[src/rtl/npc_arb_pkg.sv]
// Shared definitions for the NPC memory arbiter.
//   - arb_state_e : arbiter FSM states (IDLE / REQ / RSP / FAULT)
//   - MID_IFU / MID_LSU : master ids carried in the 1-bit grant register
//   - ARB_ADDR_W / ARB_DATA_W : default bus widths
package npc_arb_pkg;

  localparam int ARB_ADDR_W = 32;
  localparam int ARB_DATA_W = 32;

  localparam logic MID_IFU = 1'b0;
  localparam logic MID_LSU = 1'b1;

  typedef enum logic [1:0] {
    ST_IDLE  = 2'd0,
    ST_REQ   = 2'd1,
    ST_RSP   = 2'd2,
    ST_FAULT = 2'd3
  } arb_state_e;

endpackage

[src/rtl/npc_arb_timeout.sv]
// Response timeout counter for the NPC memory arbiter.
// Ports:
//   clock, reset : system clock, synchronous active-high reset
//   clear        : zero the counter (start of a new response wait)
//   enable       : one more cycle waited without a slave response
//   expired      : the counter reaches TIMEOUT_CYC on this enabled cycle
// TIMEOUT_CYC = 0 disables the timeout (expired stays low).
// The counter saturates at its maximum value and never wraps.
module npc_arb_timeout #(
  parameter int TIMEOUT_CYC = 255
) (
  input  logic clock,
  input  logic reset,
  input  logic clear,
  input  logic enable,
  output logic expired
);

  localparam int CNT_W = (TIMEOUT_CYC > 0) ? $clog2(TIMEOUT_CYC + 1) : 1;
  localparam logic [CNT_W-1:0] CNT_MAX = '1;
  localparam logic [CNT_W-1:0] CNT_LIMIT = CNT_W'(TIMEOUT_CYC);

  logic [CNT_W-1:0] cnt_q;
  logic [CNT_W-1:0] cnt_d;

  always_comb begin
    cnt_d = cnt_q;
    if (enable && (cnt_q != CNT_MAX)) cnt_d = cnt_q + CNT_W'(1);
  end

  always_ff @(posedge clock) begin
    if (reset || clear) cnt_q <= '0;
    else if (enable)    cnt_q <= cnt_d;
  end

  // Fire on the edge where the count lands on the limit, so the FSM leaves
  // RSP after exactly TIMEOUT_CYC silent cycles.
  generate
    if (TIMEOUT_CYC != 0) begin : g_timeout
      assign expired = enable && (cnt_d == CNT_LIMIT);
    end else begin : g_no_timeout
      assign expired = 1'b0;
    end
  endgenerate

endmodule

[src/rtl/npc_mem_arbiter.sv]
// Two-master arbiter for the single NPC memory port (IFU = m0, LSU = m1).
// One transaction outstanding at a time; a response timeout turns a dead
// slave into an error response.
// Ports:
//   clock, reset            : system clock, synchronous active-high reset
//   m0_* / m1_*             : master request (valid/ready + payload) and
//                             response (valid/ready + rdata/rsp_err)
//   s_*                     : slave request mirror and slave response
//   dbg_state               : current FSM state (arb_state_e encoding)
// Handshake rule (all channels): a transfer happens on a rising edge where
// valid && ready; the sender holds payload stable while valid && !ready, and
// valid is never withdrawn before the transfer.
// Build option: define ARB_ROUND_ROBIN_EN to break request ties in favour of
// the master not granted last; otherwise the LSU (m1) always wins a tie.
module npc_mem_arbiter
  import npc_arb_pkg::*;
#(
  parameter int ADDR_W      = ARB_ADDR_W,
  parameter int DATA_W      = ARB_DATA_W,
  parameter int TIMEOUT_CYC = 255
) (
  input  logic                clock,
  input  logic                reset,
  input  logic                m0_req_valid,
  output logic                m0_req_ready,
  input  logic [ADDR_W-1:0]   m0_addr,
  input  logic                m0_wen,
  input  logic [DATA_W-1:0]   m0_wdata,
  input  logic [DATA_W/8-1:0] m0_wmask,
  output logic                m0_rsp_valid,
  input  logic                m0_rsp_ready,
  output logic [DATA_W-1:0]   m0_rdata,
  output logic                m0_rsp_err,
  input  logic                m1_req_valid,
  output logic                m1_req_ready,
  input  logic [ADDR_W-1:0]   m1_addr,
  input  logic                m1_wen,
  input  logic [DATA_W-1:0]   m1_wdata,
  input  logic [DATA_W/8-1:0] m1_wmask,
  output logic                m1_rsp_valid,
  input  logic                m1_rsp_ready,
  output logic [DATA_W-1:0]   m1_rdata,
  output logic                m1_rsp_err,
  output logic                s_req_valid,
  input  logic                s_req_ready,
  output logic [ADDR_W-1:0]   s_addr,
  output logic                s_wen,
  output logic [DATA_W-1:0]   s_wdata,
  output logic [DATA_W/8-1:0] s_wmask,
  input  logic                s_rsp_valid,
  output logic                s_rsp_ready,
  input  logic [DATA_W-1:0]   s_rdata,
  input  logic                s_rsp_err,
  output logic [1:0]          dbg_state
);

  arb_state_e state_q, state_d;
  logic       grant_q, grant_d;
  logic       pick;
  logic       g_rsp_ready;
  logic       tmo_expired;

  // Arbitration decision used when leaving IDLE.
`ifdef ARB_ROUND_ROBIN_EN
  logic last_q;

  always_ff @(posedge clock) begin
    if (reset) last_q <= MID_LSU;
    else if ((state_q == ST_IDLE) && (m0_req_valid || m1_req_valid)) last_q <= pick;
  end

  always_comb begin
    if (m0_req_valid && m1_req_valid) pick = ~last_q;
    else                              pick = m1_req_valid;
  end
`else
  always_comb pick = m1_req_valid ? MID_LSU : MID_IFU;
`endif

  assign g_rsp_ready = grant_q ? m1_rsp_ready : m0_rsp_ready;
  assign dbg_state   = state_q;

  npc_arb_timeout #(
    .TIMEOUT_CYC (TIMEOUT_CYC)
  ) u_timeout (
    .clock   (clock),
    .reset   (reset),
    .clear   ((state_q == ST_REQ) && s_req_ready),
    .enable  ((state_q == ST_RSP) && !s_rsp_valid),
    .expired (tmo_expired)
  );

  // State register
  always_ff @(posedge clock) begin
    if (reset) begin
      state_q <= ST_IDLE;
      grant_q <= MID_IFU;
    end else begin
      state_q <= state_d;
      grant_q <= grant_d;
    end
  end

  // Next-state logic
  always_comb begin
    state_d = state_q;
    grant_d = grant_q;
    case (state_q)
      ST_IDLE: begin
        if (m0_req_valid || m1_req_valid) begin
          grant_d = pick;
          state_d = ST_REQ;
        end
      end
      ST_REQ: begin
        if (s_req_ready) state_d = ST_RSP;
      end
      ST_RSP: begin
        if (s_rsp_valid && g_rsp_ready) state_d = ST_IDLE;
        else if (tmo_expired)           state_d = ST_FAULT;
      end
      ST_FAULT: begin
        if (g_rsp_ready) state_d = ST_IDLE;
      end
      default: state_d = ST_IDLE;
    endcase
  end

  // Output decode
  logic              req_rdy;
  logic              rsp_v;
  logic              rsp_e;
  logic [DATA_W-1:0] rsp_d;

  always_comb begin
    s_req_valid = 1'b0;
    s_addr      = '0;
    s_wen       = 1'b0;
    s_wdata     = '0;
    s_wmask     = '0;
    s_rsp_ready = 1'b0;
    req_rdy     = 1'b0;
    rsp_v       = 1'b0;
    rsp_e       = 1'b0;
    rsp_d       = '0;
    case (state_q)
      ST_IDLE: begin
        s_rsp_ready = 1'b1;  // drain stray late responses
      end
      ST_REQ: begin
        s_req_valid = 1'b1;
        s_addr      = grant_q ? m1_addr  : m0_addr;
        s_wen       = grant_q ? m1_wen   : m0_wen;
        s_wdata     = grant_q ? m1_wdata : m0_wdata;
        s_wmask     = grant_q ? m1_wmask : m0_wmask;
        req_rdy     = s_req_ready;
      end
      ST_RSP: begin
        rsp_v       = s_rsp_valid;
        rsp_e       = s_rsp_err;
        rsp_d       = s_rsp_err ? '0 : s_rdata;
        s_rsp_ready = g_rsp_ready;
      end
      ST_FAULT: begin
        rsp_v       = 1'b1;
        rsp_e       = 1'b1;
        s_rsp_ready = 1'b1;  // discard anything the slave sends late
      end
      default: ;
    endcase
  end

  // Route the shared channels to the granted master only.
  always_comb begin
    m0_req_ready = req_rdy & (grant_q == MID_IFU);
    m1_req_ready = req_rdy & (grant_q == MID_LSU);
    m0_rsp_valid = rsp_v   & (grant_q == MID_IFU);
    m1_rsp_valid = rsp_v   & (grant_q == MID_LSU);
    m0_rsp_err   = rsp_e   & (grant_q == MID_IFU);
    m1_rsp_err   = rsp_e   & (grant_q == MID_LSU);
    m0_rdata     = (grant_q == MID_IFU) ? rsp_d : '0;
    m1_rdata     = (grant_q == MID_LSU) ? rsp_d : '0;
  end

endmodule
[config.mk]
export PLATFORM = sky130hd
export DESIGN_NAME = npc_mem_arbiter
export DESIGN_NICKNAME = d
export VERILOG_FILES = /design/src/rtl/npc_arb_pkg.sv /design/src/rtl/npc_arb_timeout.sv /design/src/rtl/npc_mem_arbiter.sv
export SDC_FILE = /design/constraint.sdc
export NUM_CORES = 1
export LEC_CHECK = 0
export ABC_AREA = 0
export BUFFER_PORTS_ARGS = -buffer_cell sky130_fd_sc_hd__clkbuf_2
export CAP_MARGIN = 20
export CORE_AREA = 3 3 124 126
export DETAILED_ROUTE_END_ITERATION = 10
export DIE_AREA = 0 0 127 129
export PLACE_DENSITY = 0.58
export SYNTH_ARGS = -nofsm -noshare
export SYNTH_HDL_FRONTEND = slang
export SYNTH_SLANG_ARGS = --single-unit
[constraint.sdc]
create_clock -name clock -period 4.5 [get_ports clock]
set_input_delay 0.225 -clock clock [delete_from_list [all_inputs] [get_ports clock]]
set_output_delay 0.225 -clock clock [all_outputs]
set_load 0.005 [all_outputs]
==> results_dict.tcl <==
set metrics [dict create \
    synth_adder_area_share_pct 2.56 \
    ys.flop_type "dfxtp_1" \
    grt.total_usage_pct 10.7 \
    power_frac_seq_pct 12.1 \
    synth-seq-area-share_pct 9.00 \
    slew_viol_final 0 \
    synth.area.mux_share_pct 30.9 \
    synth_cells 328 \
    rsz0062_at_grt "no" \
    pin_count 322 \
    final.fill_count 1611 \
    synth_area_leaders "mux2i_1 29%, nor2b_1 19%, and2_1 17%, dfxtp_1 9.0%, clkbuf_1 2.6%" \
    intPower_uw 740 \
    synth_top_family_by_area "simple AND/OR/NAND/NOR gates" \
    setup_viol 0 \
    cts_made_buffers 3 \
    antenna_found_initial 1 \
    critical-path-max-stage-delay_ps 780 \
    ctsHoldBuffers 0 \
    status "finished clean" \
    synth_most_common_cell "nor2b_1" \
    crit_chain "inv_1, ha_1, and3b_1, and2_1, clkbuf_2" \
    num-nets-final 814 \
    yosys_warnings 0 \
    die-area_um2 16400 \
    worstPathRequired_ps 4280 \
    cp_top_family "simple AND/OR/NAND/NOR gates" \
    fin_ws_ps 2100 \
    synth_largest_area_cell "mux2i_1" \
    grt_pass1_wl_um 14600 \
    period_needed_ps 2400 \
    synth_common_cells "76 x nor2b_1, 71 x mux2i_1, 65 x and2_1" \
    avgSynthCellArea_um2 7.46 \
    synth_top_area_share_pct 29.1 \
    comb_power_share_pct 75.0 \
    hold_viol 0 \
    yosys.area_share.simple_pct 45.4 \
    grt_max_degree 76 \
    fin_crit_sh_pct 53.4 \
    post-place-cells 808 \
    p_leak_uw 0.00233 \
    syn_area_um2 2450 \
    gp_congestion 0.733 \
    overflow 0 \
    cp.arrival_ps 2180 \
    skew_ps 4.06 \
    drt_iter0_drc 77 \
    core-area_um2 14400 \
    maxCapViolations 0 \
    worstSetupPathType "reg2out" \
    wl_met2_um 5120 \
    clock_sinks 11 \
    root_buffer "clkbuf_16" \
    synth-compound-area-share_pct 5.06 \
    wl_met3_um 1040 \
    power_uw 1280 \
    finalSetupTns_ps 0 \
    ys_types 35 \
    io_buffers 321 \
    num_rows 44 \
    peakVddDrop_v 0.000362 \
    syn_nets 512 \
    die_x_um 127 \
    switchingPower_uw 537 \
    ctsResizeCount 0 \
    antenna_cells 0 \
    start_util_pct 17.0 \
    drive_gt1_share_pct 53.7 \
    wl_met1_um 4150 \
    synth_xor_area_share_pct 1.43 \
    p_clk_share_pct 12.9 \
    cts_setup_buffers 0 \
    cp-start-kind "flip-flop" \
    cts_max_level 1 \
    drcViolationCount 0 \
    die_y_um 129 \
    cts.path.max_buffers 2 \
    hold_class "in2reg" \
    postSynth.asyncResetShare_pct 0 \
    dr.max_layer_used "met5" \
    wl_per_cell_um 12.8 \
    tightest_slew_ps 855 \
    first_pass_iters 4 \
    fmax_mhz 416 \
    dp_slack_ps 2260 \
    syn_to_final_growth_pct 75.1 \
    p_per_area_nw_per_um2 298 \
    grt_pass1_vias 2920 \
    clkTransAtPathRegs_ps 40 \
    ant_nets 0 \
    layoutNonFillerInstCount 813 \
    cts_tree "yes" \
    hpwl_um 8960 \
    routed_wl_um 10400 \
    slew_headroom_pct 43.0 \
    synth_edf_count 0 \
    vias 3238 \
    slowest_stage "and3b_1" \
    clock_latency_ps 240 \
    worst-path-buf-inv 2 \
    vias_per_cell 3.98 \
    ys_ff_latch 11 \
    switching_share_pct 42.1 \
    crit_fanout 32 \
    worst_setup_path_end_kind "output port" \
]
==> worst paths after layout <==
kind,from,end,slack [ps],cells past startpoint
min,reset,dbg_state[0]$_SDFFE_PP0P_,210,2
max,dbg_state[0]$_SDFFE_PP0P_,m1_rdata[15],2100,5
min reg2reg,u_timeout.cnt_q[4]$_SDFFE_PP0P_,u_timeout.cnt_q[4]$_SDFFE_PP0P_,570,2
max reg2reg,grant_q$_SDFFE_PP0P_,dbg_state[1]$_SDFFE_PP0P_,2420,5
==> cell type report <==
| cell class | instances | area [um2] | area share (%) |
|---|---|---|---|
| clock buffer | 3 | 75.1 | 1.75 |
| clock inverter | 1 | 5.00 | 0.117 |
| inverter | 3 | 11.3 | 0.263 |
| multi-input combinational | 287 | 2100 | 48.9 |
| sequential | 11 | 224 | 5.23 |
| tap | 184 | 230 | 5.38 |
| timing repair buffer | 324 | 1640 | 38.3 |
==> kinds of logic (layout without fill, tap and decap cells) <==
group           Yosys count  after routing
fa+ha+maj                 5              5
compound gates           19             19
mux                      74             74
flops                    11             11
buf+inv                  30            331
xor+xnor                  4              4
simple gates            185            185
==> power groups by stage <==
| stage | Clock, uW | Combinational (uW) | Sequential [uW] |
|---|---|---|---|
| floorplan | 0 | 589 | 121 |
| global placement | 0 | 952 | 156 |
| detailed placement | 0 | 953 | 159 |
| CTS | 168 | 957 | 158 |
| global route | 171 | 1060 | 161 |
| finish | 164 | 958 | 155 |
==> registers in the layout, summed over array words and instances (netlist names) <==
| signal | count |
|---|---|
| grant_q | 1 |
| u_timeout.cnt_q | 8 |
| dbg_state | 2 |
==> placed cells by master (no fill, tap or decap), types with 2 or more instances in the layout <==
cell type	instances
ha_1	4
and3_1	2
a31oi_1	2
mux2_2	2
o21ai_0	2
clkbuf_2	321
nor3_1	2
nand4_1	2
and2_1	65
buf_4	2
dfxtp_1	10
nand3_1	5
nor2b_1	76
inv_1	3
a21oi_1	9
nand2b_1	3
nand2_1	9
a311oi_1	2
mux2i_1	71
clkbuf_16	3
xnor2_1	3
nor2_1	13
==> layer usage <==
| metal | vias to the layer above | global-route usage, % |
|---|---|---|
| met1 | 1385 | 13.4 |
| met3 | 8 | 3.15 |
| met2 | 151 | 18.3 |
| met4 | 2 | 2.08 |
| met5 | - | 0 |
| li1 | 1692 | - |
==> through the flow <==
stage / cell area (um2) / hold slack (ps) / util [%]
2_1_floorplan: 2450 / 290 / -
3_3_place_gp: 4180 / 464 / 29.0
3_5_place_dp: 4180 / 462 / 29.0
4_1_cts: 4260 / 207 / 29.6
5_1_grt: 4280 / 225 / 29.7
6_report: 4280 / 208 / 29.7
Note: power is estimated with default switching activity, not from simulation.
